$ cat src/rtl/seg_frame_reader.sv
// Seven-segment bus reader: synchronizes and debounces an active-low multiplexed
// display bus, decodes each strobed digit and publishes complete frames atomically.
module seg_frame_reader #(
    parameter int NDIG   = 4,
    parameter int STABLE = 3
) (
    input  logic                clk,
    input  logic                resetn,
    input  logic [6:0]          seg_in,
    input  logic [NDIG-1:0]     dig_n,
    output logic [4*NDIG-1:0]   value,
    output logic [NDIG-1:0]     digit_err,
    output logic                frame_valid
);
    localparam int W  = NDIG + 7;
    localparam int CW = $clog2(STABLE + 1);

    typedef enum logic [1:0] {
        UNSTABLE = 2'd0,
        ARMED    = 2'd1,
        HELD     = 2'd2
    } state_t;

    // With STABLE==1 the very first equal sample already completes the stretch.
    localparam state_t START_STATE = (STABLE == 1) ? ARMED : UNSTABLE;

    // Glyph to {error, nibble}; unknown patterns read back as 0 with error set.
    function automatic logic [4:0] seg_decode(input logic [6:0] seg);
        logic [4:0] res;
        case (seg)
            7'h40:   res = 5'h00;
            7'h79:   res = 5'h01;
            7'h24:   res = 5'h02;
            7'h30:   res = 5'h03;
            7'h19:   res = 5'h04;
            7'h12:   res = 5'h05;
            7'h02:   res = 5'h06;
            7'h78:   res = 5'h07;
            7'h00:   res = 5'h08;
            7'h18:   res = 5'h09;
            7'h08:   res = 5'h0A;
            7'h03:   res = 5'h0B;
            7'h46:   res = 5'h0C;
            7'h21:   res = 5'h0D;
            7'h06:   res = 5'h0E;
            7'h0E:   res = 5'h0F;
            default: res = 5'h10;
        endcase
        return res;
    endfunction

    logic [W-1:0]      s1_r, s2_r;
    logic [CW-1:0]     cnt_r, cnt_s;
    state_t            state_r, state_s;
    logic              eq_s, capture_s, qual_s, done_s;
    logic [4:0]        dec_s;
    logic [NDIG-1:0]   strobe_s, seen_r, seen_s;
    logic [4*NDIG-1:0] sh_val_r, sh_val_s;
    logic [NDIG-1:0]   sh_err_r, sh_err_s;

    // Two-flop input synchronizer; idle value is a blank, unstrobed bus.
    always_ff @(posedge clk or negedge resetn) begin
        if (!resetn) begin
            s1_r <= {W{1'b1}};
            s2_r <= {W{1'b1}};
        end else begin
            s1_r <= {dig_n, seg_in};
            s2_r <= s1_r;
        end
    end

    // Stability controller: next state, saturating counter and capture strobe.
    always_comb begin
        eq_s      = (s1_r == s2_r);
        state_s   = state_r;
        cnt_s     = cnt_r;
        capture_s = 1'b0;
        if (!eq_s) begin
            state_s = START_STATE;
            cnt_s   = {CW{1'b0}};
        end else begin
            if (cnt_r < CW'(STABLE)) begin
                cnt_s = cnt_r + CW'(1);
            end else begin
                cnt_s = cnt_r;
            end
            case (state_r)
                UNSTABLE: state_s = (cnt_r == CW'(STABLE - 2)) ? ARMED : UNSTABLE;
                ARMED: begin
                    capture_s = 1'b1;
                    state_s   = HELD;
                end
                HELD:     state_s = HELD;
                default:  state_s = START_STATE;
            endcase
        end
    end

    // Controller state and stability count registers.
    always_ff @(posedge clk or negedge resetn) begin
        if (!resetn) begin
            state_r <= START_STATE;
            cnt_r   <= {CW{1'b0}};
        end else begin
            state_r <= state_s;
            cnt_r   <= cnt_s;
        end
    end

    // Strobe qualification, shadow update and frame completion detect.
    always_comb begin
        dec_s    = seg_decode(s2_r[6:0]);
        strobe_s = ~s2_r[W-1:7];
        qual_s   = capture_s && $onehot(strobe_s);
        sh_val_s = sh_val_r;
        sh_err_s = sh_err_r;
        for (int k = 0; k < NDIG; k++) begin
            if (qual_s && strobe_s[k]) begin
                sh_val_s[4*k +: 4] = dec_s[3:0];
                sh_err_s[k]        = dec_s[4];
            end else begin
                sh_val_s[4*k +: 4] = sh_val_r[4*k +: 4];
                sh_err_s[k]        = sh_err_r[k];
            end
        end
        if (qual_s) begin
            seen_s = seen_r | strobe_s;
        end else begin
            seen_s = seen_r;
        end
        done_s = qual_s && (&seen_s);
    end

    // Shadow, seen mask and published outputs; outputs move only on completion.
    always_ff @(posedge clk or negedge resetn) begin
        if (!resetn) begin
            sh_val_r    <= {(4*NDIG){1'b0}};
            sh_err_r    <= {NDIG{1'b0}};
            seen_r      <= {NDIG{1'b0}};
            value       <= {(4*NDIG){1'b0}};
            digit_err   <= {NDIG{1'b0}};
            frame_valid <= 1'b0;
        end else begin
            sh_val_r    <= sh_val_s;
            sh_err_r    <= sh_err_s;
            frame_valid <= done_s;
            if (done_s) begin
                seen_r    <= {NDIG{1'b0}};
                value     <= sh_val_s;
                digit_err <= sh_err_s;
            end else begin
                seen_r    <= seen_s;
                value     <= value;
                digit_err <= digit_err;
            end
        end
    end
endmodule
$ cat config.mk
export PLATFORM = sky130hd
export DESIGN_NAME = seg_frame_reader
export DESIGN_NICKNAME = d
export VERILOG_FILES = /design/src/rtl/seg_frame_reader.sv
export SDC_FILE = /design/constraint.sdc
export NUM_CORES = 1
export LEC_CHECK = 0
export ABC_AREA = 1
export BUFFER_PORTS_ARGS = -buffer_cell sky130_fd_sc_hd__buf_2
export CORE_ASPECT_RATIO = 0.9
export CORE_MARGIN = 2
export CORE_UTILIZATION = 25
export DETAILED_ROUTE_END_ITERATION = 8
export GPL_TIMING_DRIVEN = 0
export PLACE_DENSITY_LB_ADDON = 0.05
export SLEW_MARGIN = 20
export SYNTH_ARGS = -nofsm -noshare
export SYNTH_HDL_FRONTEND = slang
export SYNTH_SLANG_ARGS = --single-unit
$ cat constraint.sdc
create_clock -name clk -period 3.81 [get_ports clk]
set_clock_uncertainty 0.2 [all_clocks]
set_input_delay 0.762 -clock clk [delete_from_list [all_inputs] [get_ports clk]]
set_output_delay 0.762 -clock clk [all_outputs]
set_load 0.01 [all_outputs]
==> run summary <==
Outcome: complete, no violations
Total core area: 12,600 um2
Total grt overflow: 0
Antenna violations before repair: 0
Final Slew Violations: 0
End of the worst hold path: s2_r[0]
Worst IR Drop VDD: 183 uV
Static leakage: 2.13 nW
Count of pins on the block boundary: 34
Final layout net count: 421
Sequential group share of total power: 0.488
Post-Route Setup TNS: 0 ps
Row count: 39
Post-CTS setup buffer count: 0
Warnings, synthesis: 0
Category of the critical setup timing path: reg2reg
Min-delay worst type: reg2reg
Synthesis-stage register bit count: 71
Distinct cell type count after synthesis: 27
Nature of the critical path startpoint: flip-flop
Unrepaired setup endpoints after global routing: false
Kind of cell adding the most delay to the critical path: simple AND/OR/NAND/NOR gates
Worst-margin pin slew: 458 ps
Met1 Resource Use GR: 0.149
Maximum operating frequency: 0.318 GHz
Hold Path Cell Cnt: 0
Number of diodes: 0
Area of the die: 13,700 um2
Number of hold-slack violations in the final timing report: 0
Dominant synthesized flop cell: dfrtp_1
Number of DRC violations after detailed-routing iteration 0: 93
Overall die width: 123 um
Min cycle time layout: 3150 ps
Number of global-route vias before repair: 2,301
Switching pwr: 0.000365 W
Grt met2 use: 0.175
Most numerous cell in the Yosys netlist: nand2_1
CP Capture Type: flip-flop
Launch point of the worst reg-to-reg path: s2_r[10]
Pin count of the biggest net entering global routing: 39
Clk root buf: clkbuf_16
Pre-CTS WS: 611 ps
Setup-failing EPs final: 0
Clock sink count: 71
Resize count post-CTS: 0
Setup slack of the worst register-to-register path: 660 ps
Synth-to-Final Area Change: 20.4%
Average wire per standard cell: 12.5 um
# hold bufs at CTS: 0
Vertical die dimension: 111 um
Reg-to-Reg End: value[12]
Sequential element share of the synthesized area: 0.564
Vias post-DR: 2,322
Worst max-slew margin expressed relative to the limit: 0.694
Combinational share of power: 0.044
Maximum number of buffers from clock root to sink: 2
Clk Latency, worst-skew pair: 340 ps
Synth async-reset ratio: 1.00
Final weighted congestion in routability-driven placement: 0.740
Ratio of cells with drive above 1 in the final layout: 0.230
Synthesized Nets: 376
Post-synth top cells: nand2_1, dfrtp_1, nand3_1, inv_1, nor2_1
Avg Inst Size Synth: 8.98 um2
Cell at the slowest stage of the critical path: dfstp_2
Data arrival at the endpoint of the critical path: 3220 ps
CTS H-Tree Depth: 3
Area share of the largest cell type after synthesis: 0.383
Hold Startpoint: s1_r[0]
Clk pin slew, worst setup/hold paths: 60 ps
Post-synthesis cell area: 3200 um2
Post-route clock period utilization: 0.826
Wire length of the first global-routing pass: 11,800 um
Final wirelength: 7140 um
Remaining design rule violation count: 0
Initial core utilization: 0.254
Total track usage: 0.116
First-pass iteration count of the detailed router: 4
Internal power contribution: 0.00125 W
Number of max-cap violations: 0
Final core occ: 0.306
Global-route met3 utilization: 0.0478
Cell count after synthesis: 356
Worst-case reg-to-reg path depth: 13
Top Usage Layer GRT: met2
# port buffers: 33
Detail Placement HPWL: 5010 um
Finished Cell Area: 3850 um2
Cts bufs inserted: 9
Part of the total power dissipated in the clock network: 0.468
Largest area contributor in the netlist: dfrtp_1
Max incr delay on CP: 580 ps
Critical path buffer and inverter count: 2
Area post-placement: 3590 um2
Req. time, crit path: 3880 ps
Largest driver fanout on the critical path: 10
Pwr per Cell Area: 421 nW/um2
Largest cells by area after synthesis: dfrtp_1, dfstp_2, nand2_1
Post-DRT Antenna Nets: 0
Via density: 4.08
Worst path setup slack after routing: 661 ps
Cell breakdown of the critical path: fa_1 -> inv_1 -> ha_1 -> ha_1 -> nor2_1 -> and3_1 -> nand4_4 -> nand2_2 -> nand2_2 -> nor2_4 -> buf_6 -> nand3_1 -> nand2_1
TritonCTS clock tree: yes
Switching share of power: 0.225
Post-synth EDFFs: 0
-- stage by stage --
| stage | power [W] | instances | hold slack, ps |
|---|---|---|---|
| 3_3_place_gp | 0.000873 | 553 | 164 |
| 4_1_cts | 0.00166 | 569 | 173 |
| 6_report | 0.00162 | 569 | 171 |
| 5_1_grt | 0.00170 | 569 | 180 |
| 3_5_place_dp | 0.000877 | 554 | 165 |
| 2_1_floorplan | 0.000838 | 356 | 160 |
-- metal layers --
layer | up-vias | share of wire
met3 | 11 | 0.045
met5 | - | 0
li1 | 1202 | -
met2 | 33 | 0.46
met4 | 0 | 0.016
met1 | 1076 | 0.48
-- power groups by stage --
stage / clock network, W / logic [W] / registers [W]
after detailed placement: 0 / 0.0000742 / 0.000803
after global routing: 0.000829 / 0.0000824 / 0.000793
final: 0.000758 / 0.0000710 / 0.000790
after CTS: 0.000796 / 0.0000744 / 0.000790
after floorplan: 0 / 0.0000385 / 0.000799
after global placement: 0 / 0.0000707 / 0.000803
-- registers in the layout, summed over array words and instances (netlist names), 2 cells and up --
register and cells:
sh_val_r 16, value 16, s1_r 11, s2_r 11, digit_err 4, seen_r 4, sh_err_r 4, cnt_r 2
state_r 2
-- worst register-to-register path, cell delays in order (launching register included) --
cell and delay (ps):
dfstp_2 580, fa_1 420, inv_1 60, ha_1 140, ha_1 220, nor2_1 70
and3_1 420, nand4_4 230, nand2_2 140, nand2_2 70, nor2_4 180, buf_6 170
nand3_1 100, nand2_1 80
-- cell type report --
type	instances	area (um2)
buffer	6	47.5
clock buffer	14	254
clock inverter	1	5.00
fill	1342	8740
inverter	36	135
multi-input combinational	243	1210
sequential	71	1800
tap	164	205
timing repair buffer	34	188
-- worst max path at each step --
stage / start / to / slack (ps) / cells past startpoint
after global routing: s2_r[10] / value[12] / 420 / 13
after floorplan: s2_r[7] / digit_err[0] / 1000 / 12
after detailed placement: s2_r[10] / value[12] / 610 / 13
after global placement: s2_r[10] / value[3] / 670 / 13
after CTS: s2_r[10] / value[12] / 590 / 13
final: s2_r[10] / value[12] / 660 / 13
-- cells by family after synthesis --
kind of cell	share of synthesized area
buf+inv	0.0571
xor+xnor	0.0164
simple gates	0.316
flops	0.564
compound gates	0.0164
fa+ha+maj	0.0297
-- layout by cell type (no fill, tap or decap), drive strengths merged --
master / instances
fa: 1
nor3: 3
nor2: 29
and2: 1
clkinv: 1
inv: 36
and3: 2
o21ai: 2
xnor2: 5
a21boi: 3
nand3b: 1
nand3: 30
dfstp: 22
clkbuf: 14
a21oi: 4
buf: 40
nand4: 7
ha: 6
dfrtp: 49
nand2: 148
xor2: 1
Power figures use the tool's default switching activity.
